<file path="config.mk">
export PLATFORM = sky130hd
export DESIGN_NAME = alu_seq
export DESIGN_NICKNAME = d
export VERILOG_FILES = /design/src/rtl/alu_seq.sv
export SDC_FILE = /design/constraint.sdc
export NUM_CORES = 1
export LEC_CHECK = 0
export ABC_AREA = 1
export CORE_ASPECT_RATIO = 0.75
export CORE_UTILIZATION = 43
export DETAILED_ROUTE_END_ITERATION = 6
export PLACE_DENSITY = 0.61
export SYNTH_ARGS = -nofsm -noshare
export SYNTH_HDL_FRONTEND = slang
export SYNTH_SLANG_ARGS = --single-unit
</file>
<file path="constraint.sdc">
create_clock -name clk -period 3.53 [get_ports clk]
set_input_delay 0.353 -clock clk [delete_from_list [all_inputs] [get_ports clk]]
set_output_delay 0.353 -clock clk [all_outputs]
set_load 0.01 [all_outputs]
</file>
<file path="src/rtl/alu_seq.sv">
// alu_seq: registered ALU with a start/busy/done handshake, an iterative
// shift-add multiplier (unsigned and signed) and ownership of the SREG.
module alu_seq #(
   parameter int WIDTH = 8
) (
   input  logic                 clk,
   input  logic                 reset,
   input  logic                 start,
   input  logic [3:0]           op,
   input  logic                 use_carry,
   input  logic [WIDTH-1:0]     arg1,
   input  logic [WIDTH-1:0]     arg2,
   input  logic                 sreg_write,
   input  logic [7:0]           sreg_wdata,
   output logic                 busy,
   output logic                 done,
   output logic [2*WIDTH-1:0]   result,
   output logic [7:0]           sreg
);

   localparam int M  = WIDTH - 1;
   localparam int CW = $clog2(WIDTH + 1);

   localparam logic [3:0] OP_ADD  = 4'd0;
   localparam logic [3:0] OP_SUB  = 4'd1;
   localparam logic [3:0] OP_MUL  = 4'd2;
   localparam logic [3:0] OP_MULS = 4'd3;
   localparam logic [3:0] OP_LSL  = 4'd4;
   localparam logic [3:0] OP_LSR  = 4'd5;
   localparam logic [3:0] OP_ASR  = 4'd6;
   localparam logic [3:0] OP_AND  = 4'd7;
   localparam logic [3:0] OP_OR   = 4'd8;
   localparam logic [3:0] OP_XOR  = 4'd9;
   localparam logic [3:0] OP_CP   = 4'd10;

   typedef enum logic {IDLE, MUL} state_t;
   state_t state, state_next;

   logic                 accept, is_mul, last_step;
   logic [2*WIDTH-1:0]   acc, mcand, addend, acc_next;
   logic [WIDTH-1:0]     mplier;
   logic [CW-1:0]        count;
   logic                 mul_signed;

   logic                 cin, v, c_out, is_shift, is_logic, keep_result;
   logic [WIDTH:0]       sum, diff;
   logic [WIDTH-1:0]     alu_res;
   logic [7:0]           alu_sreg, mul_sreg;

   assign busy      = (state == MUL);
   assign accept    = (state == IDLE) && start;
   assign is_mul    = (op == OP_MUL) || (op == OP_MULS);
   assign last_step = (state == MUL) && (count == CW'(1));

   always_ff @(posedge clk) begin
      if (reset) state <= IDLE;
      else       state <= state_next;
   end

   always_comb begin
      state_next = state;
      case (state)
         IDLE:    if (accept && is_mul) state_next = MUL;
         MUL:     if (last_step) state_next = IDLE;
         default: state_next = IDLE;
      endcase
   end

   // For MULS the multiplier MSB has negative weight, so the final partial product is subtracted.
   always_comb begin
      addend      = mplier[0] ? mcand : '0;
      acc_next    = (mul_signed && (count == CW'(1))) ? acc - addend : acc + addend;
      mul_sreg    = sreg;
      mul_sreg[0] = acc_next[2*WIDTH-1];
      mul_sreg[1] = (acc_next == '0);
   end

   always_comb begin
      cin         = use_carry & sreg[0];
      sum         = {1'b0, arg1} + {1'b0, arg2} + {{WIDTH{1'b0}}, cin};
      diff        = {1'b0, arg1} - {1'b0, arg2} - {{WIDTH{1'b0}}, cin};
      alu_res     = '0;
      alu_sreg    = sreg;
      keep_result = 1'b0;
      is_shift    = 1'b0;
      is_logic    = 1'b0;
      c_out       = 1'b0;
      v           = 1'b0;
      case (op)
         OP_ADD: begin
            alu_res     = sum[M:0];
            v           = (arg1[M] & arg2[M] & ~sum[M]) | (~arg1[M] & ~arg2[M] & sum[M]);
            alu_sreg[0] = sum[WIDTH];
            alu_sreg[1] = (sum[M:0] == '0);
            alu_sreg[2] = sum[M];
            alu_sreg[3] = v;
            alu_sreg[4] = sum[M] ^ v;
            alu_sreg[5] = (arg1[3] & arg2[3]) | (arg2[3] & ~sum[3]) | (~sum[3] & arg1[3]);
         end
         OP_SUB, OP_CP: begin
            alu_res     = (op == OP_CP) ? '0 : diff[M:0];
            keep_result = (op == OP_CP);
            v           = (arg1[M] & ~arg2[M] & ~diff[M]) | (~arg1[M] & arg2[M] & diff[M]);
            alu_sreg[0] = diff[WIDTH];
            alu_sreg[1] = (diff[M:0] == '0) & (~use_carry | sreg[1]);
            alu_sreg[2] = diff[M];
            alu_sreg[3] = v;
            alu_sreg[4] = diff[M] ^ v;
            alu_sreg[5] = (~arg1[3] & arg2[3]) | (arg2[3] & diff[3]) | (diff[3] & ~arg1[3]);
         end
         OP_LSL: begin
            alu_res     = {arg1[M-1:0], cin};
            c_out       = arg1[M];
            is_shift    = 1'b1;
            alu_sreg[5] = arg1[3];
         end
         OP_LSR: begin
            alu_res  = {cin, arg1[M:1]};
            c_out    = arg1[0];
            is_shift = 1'b1;
         end
         OP_ASR: begin
            alu_res  = {arg1[M], arg1[M:1]};
            c_out    = arg1[0];
            is_shift = 1'b1;
         end
         OP_AND: begin
            alu_res  = arg1 & arg2;
            is_logic = 1'b1;
         end
         OP_OR: begin
            alu_res  = arg1 | arg2;
            is_logic = 1'b1;
         end
         OP_XOR: begin
            alu_res  = arg1 ^ arg2;
            is_logic = 1'b1;
         end
         default: begin
            alu_res = '0;
         end
      endcase
      if (is_shift) begin
         alu_sreg[0] = c_out;
         alu_sreg[1] = (alu_res == '0);
         alu_sreg[2] = alu_res[M];
         alu_sreg[3] = alu_res[M] ^ c_out;
         alu_sreg[4] = c_out;
      end
      if (is_logic) begin
         alu_sreg[1] = (alu_res == '0);
         alu_sreg[2] = alu_res[M];
         alu_sreg[3] = 1'b0;
         alu_sreg[4] = alu_res[M];
      end
   end

   // Datapath: single-cycle ops finish on the accepting edge; multiplies step once per edge.
   always_ff @(posedge clk) begin
      if (reset) begin
         acc        <= '0;
         mcand      <= '0;
         mplier     <= '0;
         count      <= '0;
         mul_signed <= 1'b0;
         result     <= '0;
         done       <= 1'b0;
      end else begin
         done <= 1'b0;
         if (accept) begin
            if (is_mul) begin
               acc        <= '0;
               mcand      <= {{WIDTH{arg1[M] & (op == OP_MULS)}}, arg1};
               mplier     <= arg2;
               count      <= CW'(WIDTH);
               mul_signed <= (op == OP_MULS);
            end else begin
               done <= 1'b1;
               if (!keep_result) result <= {{WIDTH{1'b0}}, alu_res};
            end
         end else if (state == MUL) begin
            acc    <= acc_next;
            mcand  <= mcand << 1;
            mplier <= mplier >> 1;
            count  <= count - CW'(1);
            if (last_step) begin
               result <= acc_next;
               done   <= 1'b1;
            end
         end
      end
   end

   always_ff @(posedge clk) begin
      if (reset)                     sreg <= 8'h00;
      else if (sreg_write)           sreg <= sreg_wdata;
      else if (accept && !is_mul)    sreg <= alu_sreg;
      else if (last_step)            sreg <= mul_sreg;
   end

endmodule

</file>
==> results_dict.tcl, run 1 <==
set metrics [dict create \
    period_minus_slack_ns 3.24 \
    ir_drop_mv 0.212 \
    drv_slew 0 \
    ys_ff_latch 71 \
    final_util_pct 52.9 \
    path_max_fanout 9 \
    rows 37 \
    final_cell_mix "nand2_1 (302), inv_1 (127), nor2_1 (85)" \
    drc 2 \
    worst_slew_pin_slew_ns 1.19 \
    hold_path.class "reg -> reg" \
    swShare_pct 37.5 \
    port_buffers 58 \
    nets 1145 \
    start_util_pct 44.1 \
    coreArea_sq_um 13700 \
    hold_viol 0 \
    grt_overflow 0 \
    ctsHoldBuffers 0 \
    synthesis.area_sq_um 6040 \
    crit_chain "clkdlybuf4s50_1, inv_1, ha_1, a21oi_1, nand2_1, fa_1, nor4_1, nand3b_1, nor2_1, nand2_1, nand2_1, nand2_1, nand2_1, nand2_1, nand2_1, nor2_1, nor2_1" \
    cp_slowest_stage_delay_ns 0.57 \
    dieArea_sq_um 14500 \
    antenna_found_initial 0 \
    p_seq_share_pct 31.0 \
    ys_warn_count 0 \
    worst-path-buf-inv 2 \
    finalClockSkew_ns 0.0119 \
    slew_headroom_pct 20.7 \
    fillCellCount 1423 \
    clk_latency_ns 0.34 \
    cts_max_path_buffers 2 \
    final_common_cell "nand2_1" \
    hold-worst-slack_ns 0.462 \
    n_antenna_cell 0 \
    drv_cap 0 \
    grt_max_degree 37 \
    setup_viol 0 \
    grt_pass1_vias 5840 \
    chipHeight_um 105 \
    multi_input_area_sq_um 4050 \
    p_per_area_nw_per_um2 400 \
    synth_edf_count 0 \
    grt_pass1_wl_um 30700 \
    grt_usage_pct 26.8 \
    vias 6545 \
    path_class "in -> reg" \
    cts_tree "yes" \
    synth_flop_cell "dfxtp_1" \
    die_x_um 139 \
    leakage_nw 3.50 \
    initialDrtViolationCount 654 \
    power_switching_mw 1.09 \
    drtPass1Iterations 7 \
    period_share_pct 91.7 \
    wirelength_um 19400 \
    p_comb_share_pct 38.0 \
    synth_nets 1084 \
    viasPerCell 5.30 \
    cpLargestDelayFamily "simple AND/OR/NAND/NOR gates" \
    ys_types 33 \
    cts_sinks 71 \
    max_freq_mhz 309 \
    area.sequential_sq_um 1420 \
    synth_cells 995 \
    io-pin-count 59 \
    avgSynthCellArea_sq_um 6.07 \
    critPathLaunchType "primary input" \
    ant_nets 0 \
    worstPathArrival_ns 3.51 \
    endpoint_kind "register" \
    cts_root_buffer "clkbuf_16" \
    yosysSeqAreaShare_pct 23.5 \
    clkSlewWorstSetupHoldPaths_ns 0.06 \
    run_status "finished, violations left" \
    drive_gt1_share_pct 6.69 \
    clkPwrFrac_pct 31.1 \
    cpMostUsedCell "nand2_1" \
    routedWlPerCell_um 15.7 \
    violations "design-rule violations" \
    cts.htree.levels 3 \
    dp_hpwl_um 15200 \
    async_flop_share_pct 0 \
    cts_made_buffers 9 \
    area_growth_pct 19.9 \
    gp_congestion 0.959 \
    cpMaxStageDelayCell "clkdlybuf4s50_1" \
    required_ns 3.80 \
    internal-power_mw 1.81 \
]
==> worst register-to-register path, stage by stage, from the launching register on <==
cell and delay [ns]:
dfxtp_2 0.34, buf_6 0.16, nand2_2 0.11, nand3_1 0.12, a21oi_2 0.15, nand4_1 0.12, nand3b_1 0.20, nand3b_1 0.19
nor2_1 0.11, nand2_1 0.06, nand2_1 0.07, xor2_1 0.14, inv_1 0.08, ha_4 0.28, inv_1 0.06, nor3_1 0.18
nand2_1 0.08, nand2_1 0.08, inv_1 0.04, nand2_1 0.08, nand3_1 0.08, nor2_1 0.11, nand3_1 0.10, nand2_1 0.10
nor2_1 0.05, nor2_1 0.07
==> flip-flops by register name, summed over array words and instances (netlist names), 4 cells and up <==
| signal | count |
|---|---|
| count | 4 |
| mplier | 8 |
| sreg | 8 |
| result | 16 |
| acc | 16 |
| mcand | 16 |
==> synth_stat cells, types with 2 or more instances <==
master | count | share of area (%)
nand2_1 | 307 | 19
inv_1 | 127 | 7.9
nor2_1 | 87 | 5.4
a21oi_1 | 82 | 6.8
dfxtp_1 | 71 | 24
o21ai_0 | 63 | 5.2
nand3_1 | 54 | 4.5
ha_1 | 50 | 10
a31oi_1 | 23 | 2.4
clkbuf_1 | 20 | 1.2
nand4_1 | 13 | 1.3
xor2_1 | 13 | 1.9
nand3b_1 | 10 | 1.2
buf_2 | 8 | 0.66
inv_2 | 8 | 0.50
nor3_1 | 8 | 0.66
o21ai_1 | 8 | 0.66
xnor2_1 | 8 | 1.2
fa_1 | 6 | 2.0
o22ai_1 | 6 | 0.62
o21a_1 | 4 | 0.50
o21bai_1 | 4 | 0.50
nor2_2 | 3 | 0.31
buf_6 | 2 | 0.37
nand2_2 | 2 | 0.21
==> per-stage QoR <==
step	instances	worst slack, ns	instance area (sq um)	power (mW)	setup TNS [ns]
floorplan	995	0.591	6040	1.62	0
global placement	1220	0.0565	6870	1.97	0
detailed placement	1220	0.102	6870	1.96	0
CTS	1236	0.137	7160	2.87	0
global route	1236	-0.0178	7250	3.10	-0.0178
finish	1236	0.293	7250	2.90	0
==> cell type report <==
cell class	instances	share of cell area (%)
sequential	71	19.6
multi-input combinational	759	55.9
timing repair buffer	80	10.4
tap	175	3.02
inverter	135	6.99
clock inverter	5	0.812
clock buffer	11	3.21
==> kinds of logic after synthesis <==
logic type,share of synthesized area [%]
simple gates,33.5
fa+ha+maj,12.3
compound gates,16.9
xor+xnor,3.04
flops,23.5
buf+inv,10.7
==> power by group through the flow <==
stage	Sequential (mW)	Combinational (mW)	Clock (mW)
floorplan	0.916	0.701	0
global placement	0.913	1.06	0
detailed placement	0.912	1.05	0
CTS	0.896	1.06	0.917
global route	0.905	1.24	0.951
finish	0.898	1.10	0.900
==> worst paths after layout <==
kind / end / slack [ns] / cells past startpoint / startpoint
worst min-delay path: mplier[7] / 0.46 / 2 / mplier[7]
worst min register to register: mplier[7] / 0.46 / 2 / mplier[7]
worst max register to register: sreg[1] / 0.32 / 25 / mplier[0]
worst max-delay path: sreg[1] / 0.29 / 17 / arg1[2]
==> metal layers <==
layer | up-vias | track usage, % | wire, um
met3 | 20 | 6.00 | 1830
met4 | 0 | 3.97 | 155
met2 | 265 | 35.8 | 7190
li1 | 3341 | - | -
met1 | 2919 | 43.0 | 10200
met5 | - | 0 | 0
==> timing repair <==
| item | 4_1_cts | 5_1_grt |
|---|---|---|
| gates resized for setup | 0 | 19 |
| setup buffers | 0 | 0 |
| endpoints found under the setup margin | 0 | 5 |
(Power assumes the default switching activity.)
==> run 2, diff against run 1 <==
- ABC_CLOCK_PERIOD_IN_PS: default -> 3530
==> results of run 2 <==
Same layout as run 1: the final DEF is identical, and so are final timing and power.
